$ cat config.mk
export PLATFORM = sky130hd
export DESIGN_NAME = decode_stage
export DESIGN_NICKNAME = d
export VERILOG_FILES = /design/src/rtl/decode_stage.sv
export SDC_FILE = /design/constraint.sdc
export NUM_CORES = 1
export LEC_CHECK = 0
export ABC_AREA = 1
export BUFFER_PORTS_ARGS = -buffer_cell sky130_fd_sc_hd__buf_4
export CORE_MARGIN = 2
export CORE_UTILIZATION = 30
export DETAILED_ROUTE_END_ITERATION = 8
export RECOVER_POWER = 100
export REMOVE_ABC_BUFFERS = 1
export SYNTH_ARGS = -nofsm -noshare
export SYNTH_HDL_FRONTEND = slang
export SYNTH_SLANG_ARGS = --single-unit
$ cat constraint.sdc
create_clock -name clk -period 4.4 [get_ports clk]
set_input_delay 0.22 -clock clk [delete_from_list [all_inputs] [get_ports clk]]
set_output_delay 0.22 -clock clk [all_outputs]
set_load 0.05 [all_outputs]
$ cat src/rtl/decode_stage.sv
// -----------------------------------------------------------------------------
// decode_stage
//   Registered instruction-decode stage sitting between fetch and execute.
//   One instruction word plus PC is accepted per in_valid/in_ready handshake.
//   It is decoded combinationally into a fully sign-extended immediate, a
//   format tag, operand-use flags and an illegal flag. The result is registered
//   and presented one cycle later on out_* with an out_valid/out_ready
//   handshake.
//
// Parameters
//   XLEN        datapath / immediate width (32 or 64)
//   ENABLE_RV64 1: OP-32 / OP-IMM-32 decode as R / I; 0: they are illegal
//   SKID        1: one-entry skid buffer, in_ready is a flop output
//               0: single output register, in_ready = !out_valid || out_ready
//
// Ports
//   clk, rst          clock, synchronous active-high reset
//   flush             drop everything held plus any input handshaking now
//   in_valid/in_ready fetch-side handshake; in_instr, in_pc payload
//   out_valid/out_ready execute-side handshake
//   out_pc, out_opcode, out_rd, out_rs1, out_rs2, out_funct3, out_funct7,
//   out_imm, out_fmt, out_use_rs1, out_use_rs2, out_use_rd, out_illegal
//                     decoded fields, held stable while stalled
// -----------------------------------------------------------------------------
module decode_stage #(
  parameter int XLEN        = 32,
  parameter bit ENABLE_RV64 = 1'b0,
  parameter bit SKID        = 1'b1
) (
  input  logic            clk,
  input  logic            rst,
  input  logic            flush,
  input  logic            in_valid,
  output logic            in_ready,
  input  logic [31:0]     in_instr,
  input  logic [XLEN-1:0] in_pc,
  output logic            out_valid,
  input  logic            out_ready,
  output logic [XLEN-1:0] out_pc,
  output logic [6:0]      out_opcode,
  output logic [4:0]      out_rd,
  output logic [4:0]      out_rs1,
  output logic [4:0]      out_rs2,
  output logic [2:0]      out_funct3,
  output logic [6:0]      out_funct7,
  output logic [XLEN-1:0] out_imm,
  output logic [2:0]      out_fmt,
  output logic            out_use_rs1,
  output logic            out_use_rs2,
  output logic            out_use_rd,
  output logic            out_illegal
);

  if (XLEN != 32 && XLEN != 64) begin : g_bad_xlen
    $error("decode_stage: XLEN must be 32 or 64");
  end

  typedef enum logic [2:0] {
    FMT_R    = 3'd0,
    FMT_I    = 3'd1,
    FMT_S    = 3'd2,
    FMT_B    = 3'd3,
    FMT_U    = 3'd4,
    FMT_J    = 3'd5,
    FMT_NONE = 3'd6
  } fmt_e;

  localparam logic [6:0] OPC_OP        = 7'b0110011;
  localparam logic [6:0] OPC_OP_IMM    = 7'b0010011;
  localparam logic [6:0] OPC_LOAD      = 7'b0000011;
  localparam logic [6:0] OPC_JALR      = 7'b1100111;
  localparam logic [6:0] OPC_SYSTEM    = 7'b1110011;
  localparam logic [6:0] OPC_STORE     = 7'b0100011;
  localparam logic [6:0] OPC_BRANCH    = 7'b1100011;
  localparam logic [6:0] OPC_LUI       = 7'b0110111;
  localparam logic [6:0] OPC_AUIPC     = 7'b0010111;
  localparam logic [6:0] OPC_JAL       = 7'b1101111;
  localparam logic [6:0] OPC_OP_32     = 7'b0111011;
  localparam logic [6:0] OPC_OP_IMM_32 = 7'b0011011;

  typedef struct packed {
    logic [XLEN-1:0] pc;
    logic [6:0]      opcode;
    logic [4:0]      rd;
    logic [4:0]      rs1;
    logic [4:0]      rs2;
    logic [2:0]      funct3;
    logic [6:0]      funct7;
    logic [XLEN-1:0] imm;
    fmt_e            fmt;
    logic            use_rs1;
    logic            use_rs2;
    logic            use_rd;
    logic            illegal;
  } dec_t;

  // ---------------------------------------------------------------------------
  // Combinational decode of the incoming word
  // ---------------------------------------------------------------------------
  logic [6:0]         opcode;
  fmt_e               fmt;
  logic               uses_rd, uses_rs1, uses_rs2;
  logic signed [31:0] imm32;
  dec_t               dec;

  assign opcode = in_instr[6:0];

  always_comb begin
    fmt = FMT_NONE;
    case (opcode)
      OPC_OP:                                     fmt = FMT_R;
      OPC_OP_IMM, OPC_LOAD, OPC_JALR, OPC_SYSTEM: fmt = FMT_I;
      OPC_STORE:                                  fmt = FMT_S;
      OPC_BRANCH:                                 fmt = FMT_B;
      OPC_LUI, OPC_AUIPC:                         fmt = FMT_U;
      OPC_JAL:                                    fmt = FMT_J;
      OPC_OP_32:     fmt = ENABLE_RV64 ? FMT_R : FMT_NONE;
      OPC_OP_IMM_32: fmt = ENABLE_RV64 ? FMT_I : FMT_NONE;
      default:       fmt = FMT_NONE;
    endcase
    // Compressed-space / non-32-bit encodings are never accepted.
    if (in_instr[1:0] != 2'b11) fmt = FMT_NONE;
  end

  always_comb begin
    uses_rd  = fmt inside {FMT_R, FMT_I, FMT_U, FMT_J};
    uses_rs1 = fmt inside {FMT_R, FMT_I, FMT_S, FMT_B};
    uses_rs2 = fmt inside {FMT_R, FMT_S, FMT_B};

    // Every immediate is first built as a signed 32-bit value; the XLEN cast
    // below then sign-extends it, which gives the RV64 U-type its upper ones.
    imm32 = '0;
    case (fmt)
      FMT_I: imm32 = {{20{in_instr[31]}}, in_instr[31:20]};
      FMT_S: imm32 = {{20{in_instr[31]}}, in_instr[31:25], in_instr[11:7]};
      FMT_B: imm32 = {{19{in_instr[31]}}, in_instr[31], in_instr[7],
                      in_instr[30:25], in_instr[11:8], 1'b0};
      FMT_U: imm32 = {in_instr[31:12], 12'b0};
      FMT_J: imm32 = {{11{in_instr[31]}}, in_instr[31], in_instr[19:12],
                      in_instr[20], in_instr[30:21], 1'b0};
      default: imm32 = '0;
    endcase

    dec         = '0;
    dec.pc      = in_pc;
    dec.opcode  = opcode;
    dec.fmt     = fmt;
    dec.illegal = (fmt == FMT_NONE);
    dec.rd      = uses_rd  ? in_instr[11:7]  : 5'd0;
    dec.rs1     = uses_rs1 ? in_instr[19:15] : 5'd0;
    dec.rs2     = uses_rs2 ? in_instr[24:20] : 5'd0;
    // funct3 exists in exactly the formats that read rs1.
    dec.funct3  = uses_rs1 ? in_instr[14:12] : 3'd0;
    dec.funct7  = (fmt == FMT_R) ? in_instr[31:25] : 7'd0;
    dec.imm     = XLEN'(imm32);
    dec.use_rs1 = uses_rs1;
    dec.use_rs2 = uses_rs2;
    // Writes to x0 are architecturally dropped, so don't request writeback.
    dec.use_rd  = uses_rd && (in_instr[11:7] != 5'd0);
  end

  // ---------------------------------------------------------------------------
  // Output register and optional skid entry
  // ---------------------------------------------------------------------------
  dec_t out_q;
  logic out_valid_q;
  logic in_fire;

  assign in_fire = in_valid && in_ready;

  if (SKID) begin : g_skid
    dec_t skid_q;
    logic skid_valid_q;

    // in_ready depends only on a flop, breaking the out_ready -> in_ready path.
    // The skid entry can only fill while the output is stalled, so
    // skid_valid_q implies out_valid_q.
    assign in_ready = !skid_valid_q;

    always_ff @(posedge clk) begin
      if (rst) begin
        out_q        <= '0;
        out_valid_q  <= 1'b0;
        skid_q       <= '0;
        skid_valid_q <= 1'b0;
      end else if (flush) begin
        out_valid_q  <= 1'b0;
        skid_valid_q <= 1'b0;
      end else if (!out_valid_q || out_ready) begin
        // Output slot frees up: the older skid entry has priority. While the
        // skid is full in_ready is low, so no new word competes with it.
        if (skid_valid_q) begin
          out_q        <= skid_q;
          out_valid_q  <= 1'b1;
          skid_valid_q <= 1'b0;
        end else begin
          out_valid_q <= in_fire;
          if (in_fire) out_q <= dec;
        end
      end else if (in_fire) begin
        skid_q       <= dec;
        skid_valid_q <= 1'b1;
      end
    end
  end else begin : g_noskid
    assign in_ready = !out_valid_q || out_ready;

    always_ff @(posedge clk) begin
      if (rst) begin
        out_q       <= '0;
        out_valid_q <= 1'b0;
      end else if (flush) begin
        out_valid_q <= 1'b0;
      end else if (in_ready) begin
        out_valid_q <= in_valid;
        if (in_valid) out_q <= dec;
      end
    end
  end

  assign out_valid   = out_valid_q;
  assign out_pc      = out_q.pc;
  assign out_opcode  = out_q.opcode;
  assign out_rd      = out_q.rd;
  assign out_rs1     = out_q.rs1;
  assign out_rs2     = out_q.rs2;
  assign out_funct3  = out_q.funct3;
  assign out_funct7  = out_q.funct7;
  assign out_imm     = out_q.imm;
  assign out_fmt     = out_q.fmt;
  assign out_use_rs1 = out_q.use_rs1;
  assign out_use_rs2 = out_q.use_rs2;
  assign out_use_rd  = out_q.use_rd;
  assign out_illegal = out_q.illegal;

endmodule

# == Word-level counts from Yosys, hierarchy flattened ==
# Index checks and enable logic that the tools add are counted.
# totals
ff_bits,208
latchBits,0
ram_bits,0
mem_bits_ro,0
in_bits,69
out_inout_bits,105
wordCells,75
mem_count,0
# classes
n_addsub,0
mul,0
n_div,0
n_lt_le_gt_ge,0
eq_ne,17
n_shift,0
mux,11
n_bitwise,2
reduce_logical,17
# ops
operator,count
2-to-1 mux 103 bit,2
one-hot mux 32 bit (5 select lines),1
equality test 7 bit (second input constant),4
equality test 7 x 6 -> 1 bit (second input constant),3
one-hot mux 3 bit (6 select lines),1
2-to-1 mux 5 bit,3
equality test 7 x 5 -> 1 bit (second input constant),2
equality test 3 bit (second input constant),3
nonzero test 4 bit,2
equality test 7 x 2 -> 1 bit (second input constant),1
2-to-1 mux 7 bit,1
equality test 3 x 2 -> 1 bit (second input constant),2
2-to-1 mux 3 bit,2
AND reduction 3 bit,2
nonzero test 5 bit,1
OR reduction 2 bit,2
OR reduction 4 bit,1
equality test 3 x 1 -> 1 bit (second input constant),1
zero test 3 bit,1
nonzero test 3 bit,1
OR reduction 3 bit,1
logical AND 1 bit,2
zero test 1 bit,2
inequality test 2 bit (second input constant),1
4 further kinds,5

# == Depth between registers and ports, before layout ==
# Gate-level depths: netlist (run 1).
# depth
word_depth,9
depth_mapped,10
depth_no_buf,10

# == Least setup slack after synthesis (run 1) ==
# No wires, ideal clock.
# synth_path
path_kind,register -> register
startpoint,register out_valid_q (netlist: out_valid)
endpoint,register g_skid.skid_q[19] (netlist bit)
setup_time_ns,0.116
arrival_time_ns,1.670
required_time_ns,4.284
path_slack_ns,2.613
path_stages_with_launch,10
n_path_buf,2
period_less_slack_ns,1.787
path_cell_list,dfxtp_1 nand2_1 nor2_1 nand3_1 inv_1 buf_2 buf_2 nand3_1 o211ai_1 inv_1
# synth_between
elab_chain_cells,4
# synth_lines
element,line,text
"start, declared",166,logic out_valid_q;
"start signal, assigned",197,out_valid_q <= in_fire;
zero test 1 bit,189,end else if (!out_valid_q || out_ready) begin
logical OR 1 bit,189,
NOT 1 bit (no line),n/a,
AND reduction 3 bit (no line),n/a,
"end signal, assigned",184,skid_q <= '0;
"end signal, assigned",201,skid_q <= dec;
"end, declared",172,dec_t skid_q;
# Every way passes these cells.
# A chain may end at the register's enable or synchronous reset.

# == Worst setup path in the final report (run 1) ==
# layout_path
startpoint,input in_instr[2]
endpoint,register out_q (netlist bit out_imm[24])
# layout_between
elab_chain_cells,8
elab_cells_between_ends,22
cone_classes,15 x eq/ne; 5 x mux; 2 x reduce/logical
# layout_lines
element,line,text
"start, declared",35,"input logic [31:0] in_instr,"
equality test 7 x 5 -> 1 bit (tied with other cells),110,case (opcode)
OR reduction 4 bit or OR reduction 2 bit (tied branches),110,
one-hot mux 3 bit (6 select lines) *,110,
2-to-1 mux 3 bit *,122,if (in_instr[1:0] != 2'b11) fmt = FMT_NONE;
equality test 3 bit (tied with other cells),133,case (fmt)
one-hot mux 32 bit (5 select lines) *,133,
2-to-1 mux 103 bit *,198,if (in_fire) out_q <= dec;
2-to-1 mux 103 bit *,192,if (skid_valid_q) begin
"end signal, assigned",193,out_q <= skid_q;
"end, declared",165,dec_t out_q;
# Mark *: on every way between the ends. The rest lies on a longest branch, timed or not. The select of a mux whose other input is x is not followed.

==> summary.txt, run 1 <==
CTS tree -> built
CP endpoint kind -> register
Worst slew pin tran -> 1530 ps
DRT iter0 DRCs -> 575
Nets@finish -> 1,539
Final wirelength -> 27,900 um
Die H -> 179 um
Post-Syn Instances -> 1,320
CORE AREA -> 30,300 um^2
CP delay by family, top -> buffers and inverters
P&R area growth vs syn -> 24.7%
CTS Buf Count -> 24
Setup violators final -> 0
Worst slew margin -> -2.61%
Global-route wire length before repair -> 44,000 um
Setup CP Type -> in -> reg
Critical path launch point type -> input pin
Synth top area share -> 45.4%
Slew Limit Fails -> 27
PostCTS Resize Cnt -> 0
Post-synth EDFFs -> 0
Primary FF master, synth -> dfxtp_1
Cell taking the most area after synthesis -> dfxtp_1
Core Rows -> 64
Root Driver -> clkbuf_16
Worst Skew -> 15.4 ps
CP Cell Sequence -> dlygate4sd3_1 > clkbuf_1 > nand2_1 > nor2_1 > clkbuf_1 > nand2_1 > o21ai_2 > nand2_2 > nand3_1 > nand2_1 > a21oi_1
FMAX -> 306 MHz
Period Utilization, post-route -> 74.3%
Worst hold slack -> 25.7 ps
Inserted Diodes -> 0
CP max stage delay -> 910 ps
Iteration count of the initial detailed-routing pass -> 6
Post-Place Setup Slack -> 1620 ps
Overall die area -> 32,000 um^2
Synth warn -> 0
WL/cell -> 14.8 um
Buf+Inv Stages, Crit Path -> 3
Post-route minimum period -> 3270 ps
CTS H-tree depth -> 1
CP required -> 4830 ps
Syn avg cell area -> 6.95 um^2
CP arrival -> 3700 ps
Sink Count -> 208
Post-Layout Inst Area -> 11,400 um^2
Outcome -> finished, violations left
GRT overflow -> 0
Max-cap violation count -> 1
Clock Tree Buf Depth -> 3
Final ANT Viol Nets -> 0
Vias -> 9,075
Buffers on Ports -> 173
# IOs -> 174
Initial Util -> 30.2%
Final worst slack -> 1130 ps
Sum Neg Setup Slack -> 0 ps
Synthesized flop and latch total -> 208
Largest net degree at the start of global routing -> 108
Worst Path Max Fanout -> 42
Dpl hpwl -> 17,200 um
Post-DP Area -> 10,700 um^2
DRC Markers -> 0
Clock Latency Late Sink -> 520 ps
Worst VDD drop -> 0.228 mV
Width of the die -> 179 um
Synth area leaders -> dfxtp_1 (45%), nand2_1 (11%), a21oi_1 (8.4%), nand3_1 (7.5%), o21ai_0 (7.3%)
Failing checks -> max-capacitance violations, max-slew violations
GRT Total Usage -> 16.9%
Pwr/cell area -> 381 nW/um^2
HP Class -> in -> reg
RSZ-0062 raised after global routing -> no
Max stage delay cell, worst path -> clkbuf_1
CP most frequent cell -> nand2_1
Share of layout cells above drive strength 1 -> 8.36%
Async S/R FF share, synth -> 0%
Clock-pin slew on the worst setup and hold paths -> 60 ps
Final hold viol count -> 0
Initial antenna violation count -> 0
Seq/Total Area, Yosys -> 45.4%
P_leak -> 5.07 nW
Vias in the first global route -> 8,466
Yosys cell types -> 23
GP Congestion -> 0.758
Synthesized cell area -> 9180 um^2
Vias/cell -> 4.83
cells in the final DEF, fill, tap and decap left out:
master / synthesis / routed
o21ai_0: 134 / 134
nor2_1: 143 / 144
clkbuf_16: 0 / 25
inv_4: 0 / 2
dlygate4sd3_1: 0 / 47
inv_2: 2 / 1
o21ai_2: 1 / 1
a21oi_1: 154 / 154
nand3_1: 138 / 137
clkinv_4: 0 / 1
nor4_1: 1 / 1
dfxtp_1: 208 / 208
a211oi_1: 1 / 1
a31oi_1: 39 / 39
nor3_1: 1 / 1
inv_1: 91 / 90
o211ai_1: 33 / 33
buf_4: 4 / 77
nand3_4: 0 / 1
nand2_1: 258 / 259
inv_6: 0 / 1
clkinv_2: 0 / 4
o21a_1: 1 / 1
clkbuf_8: 0 / 6
nor2_2: 2 / 1
clkbuf_2: 0 / 2
clkbuf_1: 63 / 111
nand2_2: 2 / 1
nor2_4: 1 / 1
flip-flops by register name, indices dropped and copies added, names as in the netlist, 3 cells and up:
signal and cells:
out_imm 32, out_opcode 7, out_rd 5, out_rs2 5, out_pc 32, out_funct3 3
out_rs1 5, out_fmt 3, out_funct7 7, g_skid.skid_q 103
per-stage QoR:
| stage | instances | power, mW | util, % |
|---|---|---|---|
| floorplan | 1211 | 2.29 | - |
| global placement | 1793 | 2.49 | 35.1 |
| detailed placement | 1793 | 2.50 | 35.1 |
| CTS | 1880 | 4.46 | 39.1 |
| global route | 1880 | 4.54 | 37.7 |
| finish | 1880 | 4.36 | 37.7 |
cells by family (layout without fill, tap and decap cells):
kind of cell / count (synthesis) / in the layout / share of synthesized area [%]
and+or+nand+nor: 546 / 546 / 24.4
AOI/OAI and AO/OA: 363 / 363 / 21.3
DFF: 208 / 208 / 45.4
buffers and inverters: 203 / 367 / 8.86
where the power goes:
| group | leakage (nW) | switching [mW] | internal [mW] | total [mW] |
|---|---|---|---|---|
| clock | 0.376 | 0.777 | 1.13 | 1.91 |
| sequential | 1.69 | 0.0261 | 1.94 | 1.96 |
| combinational | 3.01 | 0.350 | 0.142 | 0.491 |
| total | 5.07 | 1.15 | 3.21 | 4.36 |
cell usage after synthesis, types with 2 or more instances:
| master | n |
|---|---|
| nand2_1 | 258 |
| dfxtp_1 | 208 |
| a21oi_1 | 154 |
| nor2_1 | 143 |
| nand3_1 | 138 |
| o21ai_0 | 134 |
| inv_1 | 91 |
| clkbuf_1 | 63 |
| a31oi_1 | 39 |
| o211ai_1 | 33 |
| buf_2 | 29 |
| buf_1 | 13 |
| buf_4 | 4 |
| inv_2 | 2 |
| nand2_2 | 2 |
| nor2_2 | 2 |
metal layers:
| layer | wire length, um | track usage, % |
|---|---|---|
| met1 | 12900 | 22.2 |
| met4 | 693 | 5.56 |
| met5 | 0 | 0 |
| met3 | 1490 | 2.74 |
| met2 | 12800 | 28.1 |
final timing paths:
kind | from | endpoint | slack [ps] | cells after the start
max | in_instr[2] | out_imm[24]$_SDFFE_PP0P_ | 1130 | 11
min | in_instr[9] | g_skid.skid_q[61]$_SDFFE_PP0P_ | 30 | 3
max reg2reg | g_skid.skid_valid_q$_SDFFE_PP0P_ | out_pc[26]$_SDFFE_PP0P_ | 1160 | 7
min reg2reg | out_rs2[4]$_SDFFE_PP0P_ | out_rs2[4]$_SDFFE_PP0P_ | 460 | 2
area by class of cell:
type | count | area, um^2
multi-input combinational | 909 | 4210
tap | 396 | 495
clock inverter | 5 | 28.8
sequential | 208 | 4160
inverter | 94 | 363
clock buffer | 35 | 723
timing repair buffer | 233 | 1460
fill | 3284 | 18900
timing repair:
item	CTS	global route
hold buffers	47	0
endpoints found under the hold margin	93	0
setup buffers	0	0
tightest hold or removal path, cell delays in order:
cell	delay, ps
buf_4	140
nand2_1	70
a21oi_1	50
Power figures use the tool's default switching activity.
==> run 2: changes to the inputs <==
Clock period 4.4 ns to 3.2 ns, I/O delays scaled along.
==> run 2 against run 1 <==
- clock power is 37% higher
- critical path depth is 4 lower
- count of clock-buffer cells in the layout stayed put
- the run now ends clean
==> summary.txt, run 2 (same netlist as run 1, synthesis figures left out) <==
Worst slew pin tran -> 1300 ps (was 1530 ps)
WL/cell -> 14.7 um (was 14.8 um)
CP endpoint kind -> register (unchanged)
Share of layout cells above drive strength 1 -> 9.17% (was 8.36%)
HP Class -> in -> reg (unchanged)
P_leak -> 5.18 nW (was 5.07 nW)
Reg2reg setup slack -> 530 ps (was 1160 ps)
Hold endpoint -> out_valid$_SDFFE_PP0P_ (was g_skid.skid_q[61]$_SDFFE_PP0P_)
CP most frequent cell -> nand3_1 (was nand2_1)
Final non-filler cell total -> 1,902 (was 1,880)
RR Endpoint -> g_skid.skid_q[22]$_SDFFE_PP0P_ (was out_pc[26]$_SDFFE_PP0P_)
WHS Path Cells -> 3 (unchanged)
CP Cell Sequence -> nor2_1 > nand3_1 > inv_6 > clkbuf_2 > nand3_1 > o211ai_1 > inv_1 (was dlygate4sd3_1 > clkbuf_1 > nand2_1 > nor2_1 > clkbuf_1 > nand2_1 > o21ai_2 > nand2_2 > nand3_1 > nand2_1 > a21oi_1)
Initial Util -> 30.2% (unchanged)
Clock-pin slew on the worst setup and hold paths -> 60 ps (about the same)
CTS Buf Count -> 24 (unchanged)
Commonest non-fill, non-tap cell in the layout -> nand2_1 (unchanged)
PostCTS Resize Cnt -> 0 (unchanged)
Post-route minimum period -> 2670 ps
Max stage delay cell, worst path -> inv_6 (was clkbuf_1)
Vias -> 9,190 (was 9,075)
CORE AREA -> 30,300 um^2 (unchanged)
Cells on worst reg2reg path -> 7 (unchanged)
Final hold viol count -> 0 (unchanged)
Most frequent cells in the layout -> nand2_1 (258), dfxtp_1 (207), a21oi_1 (154) (was nand2_1 (259), dfxtp_1 (208), a21oi_1 (154))
Overall die area -> 32,000 um^2 (unchanged)
Width of the die -> 179 um (unchanged)
Period Utilization, post-route -> 83.5%
Vias/cell -> 4.83 (about the same)
Max-cap violation count -> 0 (was 1)
Max reg flops -> 103 (unchanged)
Cells after DPL -> 1,801 (was 1,793)
Buffers on Ports -> 173 (unchanged)
Setup CP Type -> reg -> reg (was in -> reg)
GRT overflow -> 0 (unchanged)
Clock Latency Late Sink -> 510 ps (was 520 ps)
Outcome -> finished clean (was finished, violations left)
DRT iter0 DRCs -> 664 (was 575)
Initial antenna violation count -> 1 (was 0)
CP max stage delay -> 610 ps (was 910 ps)
FMAX -> 374 MHz
R2r startpoint -> g_skid.skid_valid_q$_SDFFE_PP0P_ (unchanged)
Iteration count of the initial detailed-routing pass -> 5 (was 6)
Slew Limit Fails -> 0 (was 27)
Worst VDD drop -> 0.331 mV (was 0.228 mV)
Sink Count -> 208 (unchanged)
CP required -> 3590 ps (was 4830 ps)
Final wirelength -> 27,900 um (about the same)
CP arrival -> 3060 ps (was 3700 ps)
# IOs -> 174 (unchanged)
DRC Markers -> 0 (unchanged)
Worst slew margin -> 13.7% (was -2.61%)
Critical path launch point type -> register (was input pin)
Final ANT Viol Nets -> 0 (unchanged)
Global-route wire length before repair -> 44,000 um (about the same)
Fillcell total -> 3,180 (was 3,284)
Largest Register -> g_skid.skid_q (unchanged)
CTS H-tree depth -> 1 (unchanged)
Pwr/cell area -> 515 nW/um^2 (was 381 nW/um^2)
Dpl hpwl -> 17,700 um (was 17,200 um)
P&R area growth vs syn -> 27.3% (was 24.7%)
Core Rows -> 64 (unchanged)
Root Driver -> clkbuf_16 (unchanged)
HP Start -> in_valid (was in_instr[9])
Setup violators final -> 0 (unchanged)
Worst Skew -> 14.1 ps (was 15.4 ps)
Power Total -> 6.01 mW (was 4.36 mW)
GRT Total Usage -> 16.9% (about the same)
Vias in the first global route -> 8,305 (was 8,466)
Nets@finish -> 1,560 (was 1,539)
Worst Path Max Fanout -> 83 (was 42)
Largest net degree at the start of global routing -> 109 (was 108)
RSZ-0062 raised after global routing -> no (unchanged)
CTS tree -> built (unchanged)
Clock Tree Buf Depth -> 3 (unchanged)
GP Congestion -> 0.775 (was 0.758)
Worst hold slack -> 45.7 ps (was 25.7 ps)
Die H -> 179 um (unchanged)
[run 2: cell count changes in the layout (fill, tap and decap cells not counted), moves of 2 or more]
cell           change
clkbuf_1           -2
nor2_2             +3
dlygate4sd3_1     +13
nor2_1             -3
buf_12             +3
buf_4              +5
[run 2: final cells by class]
cell class | instances | area [um^2] | area share [%]
inverter | 94 | 360 | 3.08
clock buffer | 35 | 723 | 6.19
timing repair buffer | 254 | 1690 | 14.5
sequential | 208 | 4170 | 35.7
tap | 396 | 495 | 4.24
clock inverter | 5 | 27.5 | 0.236
antenna | 1 | 2.50 | 0.0214
multi-input combinational | 909 | 4210 | 36.1
[run 2: timing repair]
item                                   4_1_cts  5_1_grt
endpoints found under the hold margin      112        0
hold buffers                                60        0
setup buffers                                0        0
[run 2: stage by stage]
step	utilization [%]	instance area (um^2)	setup TNS, ps	setup WS (ps)
after CTS	39.9	12100	0	644
final	38.5	11700	0	527
after global placement	35.4	10700	0	738
after detailed placement	35.4	10700	0	653
after floorplan	-	8720	-314460	-2700
after global routing	38.5	11700	0	226
[run 2: how the worst max path moves through the flow]
stage	start	to	depth (start not counted)
floorplan	g_skid.skid_valid_q$_SDFFE_PP0P_	out_fmt[2]$_SDFFE_PP0P_	7
global placement	g_skid.skid_valid_q$_SDFFE_PP0P_	g_skid.skid_q[26]$_SDFFE_PP0P_	7
detailed placement	g_skid.skid_valid_q$_SDFFE_PP0P_	g_skid.skid_q[74]$_SDFFE_PP0P_	6
CTS	g_skid.skid_valid_q$_SDFFE_PP0P_	g_skid.skid_q[81]$_SDFFE_PP0P_	6
global route	g_skid.skid_valid_q$_SDFFE_PP0P_	g_skid.skid_q[18]$_SDFFE_PP0P_	7
finish	g_skid.skid_valid_q$_SDFFE_PP0P_	g_skid.skid_q[22]$_SDFFE_PP0P_	7
[run 2: power breakdown]
group | internal, mW | switching, mW
clock network | 1.55 | 1.07
logic | 0.212 | 0.484
registers | 2.66 | 0.0364
[run 2: per-layer routing]
layer	vias to the layer above	GRT usage, %	part of all wire (%)
met1	4207	22.2	45
met4	0	5.66	2.9
li1	4727	-	-
met3	50	2.69	5.9
met2	206	28.0	46
met5	-	0	0
[run 2: worst max-delay path: cells and delay by family, from the launching register on]
family | cells | cell delay (ps)
AO/OA/AOI/OAI | 1 | 120
buffers and inverters | 3 | 1180
flip-flops | 1 | 530
AND/OR/NAND/NOR | 3 | 690
